$ cat src/rtl/mul16_seq_pkg.sv
// Shared constants for the multiply engine: operand width and FSM state encodings.
package mul16_seq_pkg;

  localparam int MUL_BITS = 16;

  typedef enum logic [1:0] {
    ST_IDLE = 2'd0,
    ST_RUN  = 2'd1,
    ST_DONE = 2'd2
  } state_t;

endpackage

$ cat src/rtl/mul16_seq_add16.sv
// 16-bit ripple-carry adder built from generate/propagate terms; carry-out is not formed.
module mul16_seq_add16
  import mul16_seq_pkg::*;
(
  input  logic [MUL_BITS-1:0] a,
  input  logic [MUL_BITS-1:0] b,
  output logic [MUL_BITS-1:0] sum
);

  logic [MUL_BITS-1:0] p;
  logic [MUL_BITS-1:0] g;
  logic [MUL_BITS-1:0] c;

  assign p    = a ^ b;
  assign g    = a & b;
  assign c[0] = 1'b0;

  // Chain stops at bit 15: the sum is modulo 2^16, so the final carry is never needed.
  for (genvar i = 1; i < MUL_BITS; i++) begin : g_carry
    assign c[i] = g[i-1] | (p[i-1] & c[i-1]);
  end

  assign sum = p ^ c;

endmodule

$ cat src/rtl/mul16_seq.sv
// Sequential shift-and-add 16x16 multiplier (low 16 bits) sharing one adder; start/busy/done handshake.
module mul16_seq
  import mul16_seq_pkg::*;
#(
  parameter bit EARLY_EXIT = 1'b1
) (
  input  logic                clock,
  input  logic                reset,
  input  logic                start,
  input  logic [MUL_BITS-1:0] a,
  input  logic [MUL_BITS-1:0] b,
  output logic                busy,
  output logic                done,
  output logic [MUL_BITS-1:0] out
);

  state_t              state;
  state_t              state_nx;
  logic [MUL_BITS-1:0] acc;
  logic [MUL_BITS-1:0] mcand;
  logic [MUL_BITS-1:0] mplier;
  logic [4:0]          count;
  logic [MUL_BITS-1:0] sum;
  logic [MUL_BITS-1:0] acc_nx;
  logic                last;

  mul16_seq_add16 u_add16 (
    .a   (acc),
    .b   (mcand),
    .sum (sum)
  );

  assign acc_nx = mplier[0] ? sum : acc;
  // Early exit looks at the multiplier after this cycle's shift: nothing left to add.
  assign last   = (count == 5'd15) ||
                  (EARLY_EXIT && (mplier[MUL_BITS-1:1] == '0));

  assign busy = (state == ST_RUN);
  assign done = (state == ST_DONE);

  always_comb begin
    state_nx = state;
    unique case (state)
      ST_IDLE: if (start) state_nx = ST_RUN;
      ST_RUN:  if (last)  state_nx = ST_DONE;
      ST_DONE: state_nx = ST_IDLE;
      default: state_nx = ST_IDLE;
    endcase
  end

  always_ff @(posedge clock) begin
    if (reset) begin
      state  <= ST_IDLE;
      acc    <= '0;
      mcand  <= '0;
      mplier <= '0;
      count  <= '0;
      out    <= '0;
    end else begin
      state <= state_nx;
      unique case (state)
        ST_IDLE: begin
          if (start) begin
            acc    <= '0;
            mcand  <= a;
            mplier <= b;
            count  <= '0;
          end
        end
        ST_RUN: begin
          acc    <= acc_nx;
          mcand  <= mcand << 1;
          mplier <= mplier >> 1;
          count  <= count + 5'd1;
          if (last) out <= acc_nx;
        end
        default: ;
      endcase
    end
  end

endmodule

$ cat config.mk
export PLATFORM = sky130hd
export DESIGN_NAME = mul16_seq
export DESIGN_NICKNAME = d
export VERILOG_FILES = /design/src/rtl/mul16_seq_pkg.sv /design/src/rtl/mul16_seq_add16.sv /design/src/rtl/mul16_seq.sv
export SDC_FILE = /design/constraint.sdc
export NUM_CORES = 1
export LEC_CHECK = 0
export CAP_MARGIN = 5
export CORE_MARGIN = 1
export CORE_UTILIZATION = 55
export CTS_CLUSTER_DIAMETER = 150
export DETAILED_ROUTE_END_ITERATION = 8
export DONT_BUFFER_PORTS = 1
export PLACE_DENSITY = 0.7
export SKIP_LAST_GASP = 1
export SLEW_MARGIN = 20
export SYNTH_ARGS = -nofsm -noshare
export SYNTH_HDL_FRONTEND = slang
export SYNTH_HIERARCHICAL = 1
export SYNTH_SLANG_ARGS = --single-unit
export TNS_END_PERCENT = 10
$ cat constraint.sdc
create_clock -name clock -period 8.65 [get_ports clock]
set_input_delay 0.4325 -clock clock [delete_from_list [all_inputs] [get_ports clock]]
set_output_delay 0.4325 -clock clock [all_outputs]
set_load 0.02 [all_outputs]
After elaboration in Yosys (flattened, before gate mapping)
Cells that the tools add are included.

cells by class
  add/subtract/negate cells = 1
  bitwise operators = 31
  equality and inequality tests = 5
  muxes and demuxes = 12
  reductions and logical operators = 7

operators by type and width
  kind                                                                   count
  16-bit one-hot mux with 2 select lines                                 3
  16-bit 2-to-1 mux                                                      4
  16-bit bitwise XOR                                                     2
  15-bit AND                                                             1
  15-bit zero test                                                       1
  1-bit AND                                                              14
  1-bit OR                                                               14
  5-bit one-hot mux with 2 select lines                                  1
  2-bit AND reduction                                                    3
  5-bit by 1-bit adder with 5-bit output, second input constant          1
  5-bit by 4-bit equality test with 1-bit output, second input constant  1
  5-bit 2-to-1 mux                                                       1
  2-bit 2-to-1 mux                                                       2
  2-bit one-hot mux with 2 select lines                                  1
  2-bit by 1-bit equality test with 1-bit output, second input constant  1
  2-bit equality test, second input constant                             1
  2-bit zero test                                                        1
  2-bit by 1-bit != test with 1-bit output, second input constant        1
  2-bit != test, second input constant                                   1
  2-bit nonzero test                                                     1
  1-bit logical OR                                                       1

word-level totals
  word-level logic and storage cells = 62
  register bits = 71

Depth between registers and ports, before layout
Gate-level depths: netlist of the first run.

  word-level depth = 32
  mapped depth = 18

By module
Netlist of the first run, hierarchy kept.

modules (own cells, without submodules)
  module           area each (um2)  instances  cells an instance
  mul16_seq        3434.5           1          398
  mul16_seq_add16  316.6            1          16

Worst setup path before layout of the first run
No wires, ideal clock.

  kind = reg-to-reg
  start = register acc[0]
  end = register out[15]
  slack = 2274 ps
  setup time = 143 ps
  cell stages (with the launch flop) = 19
  path buffers = 0
  arrival time = 6232 ps
  clock period less this slack = 6376 ps
  path through = dfxtp_1 > ha_1 > fa_1 > fa_1 > fa_1 > fa_1 > fa_1 > fa_1 > fa_1 > fa_1 > fa_1 > fa_1 > fa_1 > fa_1 > fa_1 > fa_1 > xor3_1 > mux2i_1 > a211oi_2

between the ends
  cells in the longest elaborated chain, start to end = 31

ends and longest elaborated chain
  element                 line                   RTL
  from (decl)             mul16_seq.sv:19        logic [MUL_BITS-1:0] acc;
  from (signal assigned)  mul16_seq.sv:71        acc <= acc_nx;
  15-bit AND              mul16_seq_add16.sv:15  assign g = a & b;
  1-bit AND               mul16_seq_add16.sv:20  assign c[i] = g[i-1] | (p[i-1] & c[i-1]);
  1-bit OR                mul16_seq_add16.sv:20
  1-bit AND               mul16_seq_add16.sv:20
  1-bit OR                mul16_seq_add16.sv:20
  1-bit AND               mul16_seq_add16.sv:20
  1-bit OR                mul16_seq_add16.sv:20
  1-bit AND               mul16_seq_add16.sv:20
  [... 16 more ...]       n/a
  1-bit OR                mul16_seq_add16.sv:20
  1-bit AND               mul16_seq_add16.sv:20
  1-bit OR                mul16_seq_add16.sv:20
  1-bit AND               mul16_seq_add16.sv:20
  1-bit OR                mul16_seq_add16.sv:20
  16-bit bitwise XOR      mul16_seq_add16.sv:23  assign sum = p ^ c;
  named net sum[15]       mul16_seq.sv:23        logic [MUL_BITS-1:0] sum;
  16-bit 2-to-1 mux       mul16_seq.sv:33        assign acc_nx = mplier[0] ? sum : acc;
  to (signal assigned)    mul16_seq.sv:75        if (last) out <= acc_nx;
  to (decl)               mul16_seq.sv:14        output logic [MUL_BITS-1:0] out

The timed path passes the listed nets, and every way through them passes these cells.
A chain may end at the register's enable or synchronous reset.

Final worst setup path of the first run
  start = register mcand[0]
  end = register out[15]

between the ends
  cells in the longest elaborated chain, start to end = 31

ends and longest elaborated chain
  element                 line                   RTL
  from (decl)             mul16_seq.sv:20        logic [MUL_BITS-1:0] mcand;
  from (signal assigned)  mul16_seq.sv:72        mcand <= mcand << 1;
  15-bit AND              mul16_seq_add16.sv:15
  1-bit AND               mul16_seq_add16.sv:20
  1-bit OR                mul16_seq_add16.sv:20
  1-bit AND               mul16_seq_add16.sv:20
  1-bit OR                mul16_seq_add16.sv:20
  1-bit AND               mul16_seq_add16.sv:20
  1-bit OR                mul16_seq_add16.sv:20
  1-bit AND               mul16_seq_add16.sv:20
  [... 16 more ...]       n/a
  1-bit OR                mul16_seq_add16.sv:20
  1-bit AND               mul16_seq_add16.sv:20
  1-bit OR                mul16_seq_add16.sv:20
  1-bit AND               mul16_seq_add16.sv:20
  1-bit OR                mul16_seq_add16.sv:20
  16-bit bitwise XOR      mul16_seq_add16.sv:23
  named net sum[15]       mul16_seq.sv:23
  16-bit 2-to-1 mux       mul16_seq.sv:33

The timed path passes the listed nets, and every way through them passes these cells.

==> results.cfg, run 1 <==
[sta]
tightest_slew_ns = 0.7374
holdWs_ns = 0.1401
fmax_mhz = 150.4
tns_ns = 0
drv_slew = 0
setup_viol = 0
rsz0062_at_grt = false
relSlewSlack = 0.5084
fin_skew_ns = 0.009658
hold_viol = 0
period_minus_slack_ns = 6.647
min_period_over_period = 0.7684

[die]
die_y_um = 84.59
die_w_um = 84.59
core_um2 = 6459
start_util = 0.5808
dieArea_um2 = 7155
rows = 29
pin_count = 53

[finish]
n_antenna_cell = 0
final_cell_area_um2 = 3915
drive_above_1_share = 0.1307
area_growth_pct = 4.369
final_nets = 445

[yosys]
syn-cell-area_um2 = 3751
yosysSeqAreaShare = 0.3789
synthCells = 414
ys_ff_latch = 71
syn_avg_cell_area_um2 = 9.061
yosysWarnings = 6
ys_types = 33
synthesis.nets = 466

[clocking]
cts_root_buffer = clkbuf_8
clock_sinks = 71
ctsHoldBuffers = 0
clockBufferDepth = 2
cts.repair.resized = 0
cts_tree = yes
cts_buffers = 9
clk_pin_slew_ns = 0.07
post-cts-setup-buffers = 0
clk_latency_ns = 0.34
htree_levels = 3

[global_route]
grt-ovfl-total = 0
grt_max_degree = 69
track_usage = 0.2420
antenna_found_initial = 0
grt_pass1_wl_um = 13530
grt_pass1_vias = 2693

[pwr]
powerDensity_nw_per_um2 = 192.7
static-leakage-power_nw = 1.561
max-vdd-ir-drop_v = 0.0001277

[run]
maxCapViolCount = 0

[setup_path]
critPathMaxStageDelay_ns = 0.41
arrival_ns = 6.92
rr_startpoint = mcand[0]$_SDFFE_PP0P_
crit_chain = ha_1 > fa_1 > fa_1 > fa_1 > fa_1 > fa_1 > fa_1 > fa_1 > fa_1 > fa_1 > fa_1 > fa_1 > fa_1 > fa_1 > fa_1 > xor3_1 > mux2i_1 > a211oi_2
slowest_stage = fa_1
critPathMaxFanout = 4
worstSetupPathType = flop to flop
end_kind = flop
reg2reg_to = out[15]$_SDFFE_PP0P_
regToRegSetupSlack_ns = 2.00
rr_worst_depth = 18
required_ns = 8.92
cp-start-kind = flop
cp_common_cell = fa_1

[placed_design]
place_hpwl_um = 5138
portBuffers = 0
placed_area_um2 = 3689
place_congestion = 0.7690

[detailed_routing]
vias = 2905
wl_um = 8254
firstDrtPassIters = 7
drt_iter0_drc = 260
vias_per_cell = 6.116
drc = 0
wl_per_cell_um = 17.38
drtAntennaViolNets = 0

[hold_path]
min_from = reset
hold-path-endpoint = out[8]$_SDFFE_PP0P_
hp-class = primary input to flop
hold_path_depth = 1

[outcome]
status = finished clean
[per-layer routing]
metal	vias up	global-route usage	routed length [um]
met2	67	0.3644	3907
met5	-	0	0
met3	6	0.06785	373
li1	1435	-	-
met4	0	0.07396	72
met1	1397	0.3390	3902
[registers in the layout (all words and copies together), names as in the netlist]
signal / flops
acc: 16
count: 5
mcand: 16
mplier: 16
out: 16
state: 2
[how the worst max path moves through the flow]
| stage | from | end | slack (ns) | cells past startpoint |
|---|---|---|---|---|
| after CTS | mcand[0]$_SDFFE_PP0P_ | out[15]$_SDFFE_PP0P_ | 2.00 | 18 |
| after global placement | acc[0]$_SDFFE_PP0P_ | out[15]$_SDFFE_PP0P_ | 2.11 | 18 |
| after detailed placement | mcand[0]$_SDFFE_PP0P_ | out[15]$_SDFFE_PP0P_ | 2.06 | 18 |
| after floorplan | acc[0]$_SDFFE_PP0P_ | out[15]$_SDFFE_PP0P_ | 2.27 | 18 |
| after global routing | mcand[0]$_SDFFE_PP0P_ | out[15]$_SDFFE_PP0P_ | 1.85 | 18 |
| final | mcand[0]$_SDFFE_PP0P_ | out[15]$_SDFFE_PP0P_ | 2.00 | 18 |
[layout by cell type, fill, tap and decap left out, types with 2 or more instances in the layout]
| cell type | count |
|---|---|
| a2111oi_0 | 14 |
| a211oi_1 | 6 |
| a211oi_2 | 10 |
| a21oi_1 | 64 |
| a22o_1 | 16 |
| a22oi_1 | 5 |
| a2bb2oi_1 | 2 |
| and2b_1 | 2 |
| buf_4 | 5 |
| bufinv_16 | 2 |
| clkbuf_1 | 2 |
| clkbuf_8 | 11 |
| dfxtp_1 | 70 |
| fa_1 | 14 |
| ha_1 | 3 |
| inv_1 | 20 |
| mux2_2 | 3 |
| mux2i_1 | 17 |
| nor2_1 | 85 |
| nor2b_1 | 15 |
| nor3_1 | 2 |
| nor4_1 | 3 |
| o221a_2 | 16 |
[stage by stage]
stage                 util  worst slack, ns  power (mW)  cells
global placement    0.5711            2.106      0.4609    459
detailed placement  0.5711            2.062      0.4631    459
floorplan                -            2.274      0.4506    414
CTS                 0.6058            2.004      0.7615    475
global route        0.6062            1.853      0.7887    475
finish              0.6062            2.003      0.7543    475
[worst max-delay path: cells and delay by family (launching register included)]
family	cells	cell delay [ns]
muxes	1	0.09
adders and majority gates	15	5.71
DFF	1	0.35
AOI/OAI and AO/OA	1	0.21
xor gates and xnor gates	1	0.22
[kinds of logic after synthesis]
kind of cell / count (synthesis) / synth area share
flip-flops: 71 / 0.3789
AO/OA/AOI/OAI: 135 / 0.2682
AND/OR/NAND/NOR: 113 / 0.1348
XOR/XNOR: 1 / 0.006337
buffers and inverters: 57 / 0.07271
adder cells (fa/ha/maj): 17 / 0.08472
multiplexers: 20 / 0.05437
[synthesized netlist by cell type]
cell type / instances / area [um^2]
nor4_1: 3 / 18.77
o221a_2: 16 / 180.2
nor2b_1: 15 / 93.84
buf_6: 2 / 22.52
a22o_1: 16 / 140.1
buf_1: 1 / 3.750
a41o_1: 1 / 10.01
clkbuf_1: 15 / 56.30
buf_4: 4 / 30.03
and2_4: 1 / 8.760
a22oi_1: 5 / 37.54
a21oi_1: 64 / 320.3
nor2_1: 86 / 322.8
a2bb2oi_1: 2 / 17.52
fa_1: 14 / 280.3
dfxtp_1: 71 / 1421
nor3b_4: 1 / 18.77
mux2i_1: 17 / 170.2
nor3_1: 2 / 10.01
xor3_1: 1 / 23.77
buf_2: 14 / 70.07
ha_1: 3 / 37.54
o21bai_1: 1 / 7.510
a211oi_1: 6 / 45.04
and2b_1: 2 / 15.01
inv_1: 20 / 75.07
buf_8: 1 / 15.01
nand3_1: 1 / 5.000
a211oi_2: 10 / 125.1
a2111oi_0: 14 / 122.6
nand2b_1: 1 / 6.260
and3_1: 1 / 6.260
mux2_2: 3 / 33.78
[final cells by class]
| class | instances | area [um^2] |
|---|---|---|
| clock buffer | 13 | 158.9 |
| sequential | 71 | 1423 |
| tap | 77 | 96.34 |
| fill | 590 | 2544 |
| inverter | 20 | 75.07 |
| multi-input combinational | 286 | 2059 |
| timing repair buffer | 5 | 37.54 |
| clock inverter | 3 | 65.06 |
[where the power goes]
part / internal, mW / switching [mW]
sequential: 0.345 / 0.0204
combinational: 0.0404 / 0.0504
clock: 0.178 / 0.120
total: 0.563 / 0.191
Note: power is estimated with default switching activity, not from simulation.
==> run 2: changes to the inputs <==
--- a/config.mk
+++ b/config.mk
@@ -5,13 +5,14 @@
 export SDC_FILE = /design/constraint.sdc
 export NUM_CORES = 1
 export LEC_CHECK = 0
+export ABC_AREA = 1
 export CAP_MARGIN = 5
 export CORE_MARGIN = 1
 export CORE_UTILIZATION = 55
 export CTS_CLUSTER_DIAMETER = 150
 export DETAILED_ROUTE_END_ITERATION = 8
 export DONT_BUFFER_PORTS = 1
-export PLACE_DENSITY = 0.7
+export PLACE_DENSITY = 0.73
 export SKIP_LAST_GASP = 1
 export SLEW_MARGIN = 20
 export SYNTH_ARGS = -nofsm -noshare
==> constraint.sdc (replaced) <==
create_clock -name clock -period 6.1 [get_ports clock]
set_input_delay 0.305 -clock clock [delete_from_list [all_inputs] [get_ports clock]]
set_output_delay 0.305 -clock clock [all_outputs]
set_load 0.02 [all_outputs]
==> run 2 against run 1 <==
Cell count is 8.0% higher. Via count is 3.1% lower. Worst hold slack worse by 0.11 ns. Sequential power is 44% higher. Design area is 7.2% lower. Largest power group unchanged. Routed wire length is 11% lower. Die area is 9.1% lower. Non-clock buffer count is 1 higher. Worst setup slack worse by 2.0 ns. Critical path depth is 3 higher.
==> results.cfg, run 2 <==
[sta]
min_period_over_period = 0.9955
setup_viol = 0
tightest_slew_ns = 1.064
fmax_mhz = 164.7
setup_ws_ns = 0.02734
period_minus_slack_ns = 6.073
relSlewSlack = 0.2894
tns_ns = 0
drv_slew = 0
rsz0062_at_grt = true
holdWs_ns = 0.02947
hold_viol = 0
fin_skew_ns = 0.01110

[yosys]
ys.flop_type = dfxtp_1
synth_area_leaders = dfxtp_1 (42%), nand2_1 (13%), fa_1 (8.2%)
syn-cell-area_um2 = 3402
synth_top_area_share = 0.4178
syn_avg_cell_area_um2 = 7.628
yosysTopAreaCell = dfxtp_1
yosysSeqAreaShare = 0.4178
synth_common_cells = nand2_1 (116), dfxtp_1 (71), inv_1 (46)
synth_edf_count = 0
async_flop_share = 0
ys_types = 26
ys_ff_latch = 71
synth_most_common_cell = nand2_1
yosysWarnings = 6
synthesis.nets = 498
synthCells = 446

[pwr]
total_power_mw = 1.009
switching_share = 0.2925
internal_power_uw = 713.8
seqPwrFrac = 0.523
power_frac_clock = 0.340
switchingPower_uw = 295.0
powerDensity_nw_per_um2 = 277.7
pwr-share-comb = 0.137
static-leakage-power_nw = 1.544
max-vdd-ir-drop_v = 0.0001584

[setup_path]
cp_common_cell = fa_2
crit_chain = ha_1 > fa_2 > fa_2 > fa_2 > fa_2 > fa_2 > fa_2 > fa_2 > fa_2 > fa_2 > fa_2 > fa_2 > fa_2 > fa_2 > fa_2 > nand2_1 > nand2_1 > mux2i_1 > nand3_1 > nand2_1 > nor2_1
cp_top_family = adder cells
critPathMaxFanout = 2
critPathBufInv = 0
worstSetupPathType = flop to flop
required_ns = 6.33
end_kind = flop
cp-start-kind = flop
arrival_ns = 6.30
critPathMaxStageDelay_ns = 0.36
slowest_stage = fa_2

[detailed_routing]
vias_per_cell = 5.485
wl_um = 7381
firstDrtPassIters = 5
vias = 2814
drc = 0
drtAntennaViolNets = 0
drt_iter0_drc = 142
wl_per_cell_um = 14.39

[finish]
final_cell_area_um2 = 3632
drive_above_1_share = 0.09361
layout_commonest_cell = nand2_1
area_growth_pct = 6.767
n_antenna_cell = 0
finalNonFillerCells = 513
finalCoreUtilization = 0.6099
final_cell_mix = nand2_1 (115), dfxtp_1 (71), inv_1 (46)
fillers = 573
final_nets = 486

[global_route]
grt_max_degree = 66
grt_pass1_vias = 2641
grt_busiest_layer = met2
globalRouteMet1Util = 0.3115
grt_pass1_wl_um = 12230
use_met2 = 0.4102
grt-ovfl-total = 0
grt_use_met3 = 0.07500
antenna_found_initial = 0
track_usage = 0.2536

[clocking]
htree_levels = 3
cts_root_buffer = clkbuf_8
clk_latency_ns = 0.34
post-cts-setup-buffers = 0
cts_buffers = 9
clockBufferDepth = 2
clock_sinks = 71
cts_tree = yes
clk_pin_slew_ns = 0.07

[outcome]
status = finished clean

[die]
die_y_um = 80.65
start_util = 0.5712
core_um2 = 5956
rows = 28
die_w_um = 80.65
dieArea_um2 = 6504
pin_count = 53

[hold_path]
hp-class = primary input to flop

[placed_design]
place_congestion = 0.7514
place_hpwl_um = 4752
dp_cells = 498
post-place-ws_ns = -0.2639
portBuffers = 0
placed_area_um2 = 3431

[run]
maxCapViolCount = 0
run 2: cell types whose count changed in the layout (fill, tap and decap cells not counted), moves of 15 or more:
| cell | change |
|---|---|
| nand2_1 | +115 |
| nor2_1 | -44 |
| inv_1 | +26 |
| a21oi_1 | -25 |
| nand3_1 | +21 |
| a22o_1 | -16 |
| o221a_2 | -16 |
| nor2b_1 | -15 |
run 2: logic make-up after synthesis:
| logic type | share of synthesized area |
|---|---|
| buf+inv | 0.09489 |
| simple gates | 0.2174 |
| flops | 0.4178 |
| mux | 0.008827 |
| compound gates | 0.1677 |
| fa+ha+maj | 0.09342 |
run 2: path summary, 6_finish.rpt:
path | startpoint | endpoint | slack (ns) | cells past startpoint
worst max-delay path | acc[0]$_SDFFE_PP0P_ | out[15]$_SDFFE_PP0P_ | 0.03 | 21
worst min-delay path | reset | mcand[9]$_SDFFE_PP0P_ | 0.03 | 1
worst max register to register | acc[0]$_SDFFE_PP0P_ | out[15]$_SDFFE_PP0P_ | 0.03 | 21
worst min register to register | mplier[2]$_SDFFE_PP0P_ | mplier[2]$_SDFFE_PP0P_ | 0.48 | 2
run 2: repair_timing:
action	in CTS	in global routing
setup endpoints to repair	4	3
gates resized for setup	7	0
hold endpoints to repair	0	0
pin swaps	1	0
gates cloned	0	0
hold buffers	0	0
run 2: metal layers:
| layer | up-vias | part of all wire |
|---|---|---|
| li1 | 1430 | - |
| met1 | 1326 | 0.47 |
| met2 | 56 | 0.48 |
| met3 | 2 | 0.052 |
| met4 | 0 | 0.0060 |
| met5 | - | 0 |
run 2: final cells by class:
| type | instances | area [um^2] | area share |
|---|---|---|---|
| clock buffer | 15 | 176.4 | 0.04857 |
| inverter | 50 | 187.7 | 0.05167 |
| multi-input combinational | 296 | 1708 | 0.4702 |
| sequential | 71 | 1421 | 0.3913 |
| tap | 75 | 93.84 | 0.02584 |
| timing repair buffer | 6 | 45.04 | 0.01240 |
run 2: power groups by stage:
stage	registers [mW]	clock network, mW	logic [mW]
after floorplan	0.527	0	0.122
after global placement	0.537	0	0.134
after detailed placement	0.538	0	0.139
after CTS	0.528	0.348	0.138
after global routing	0.532	0.369	0.160
final	0.527	0.343	0.138
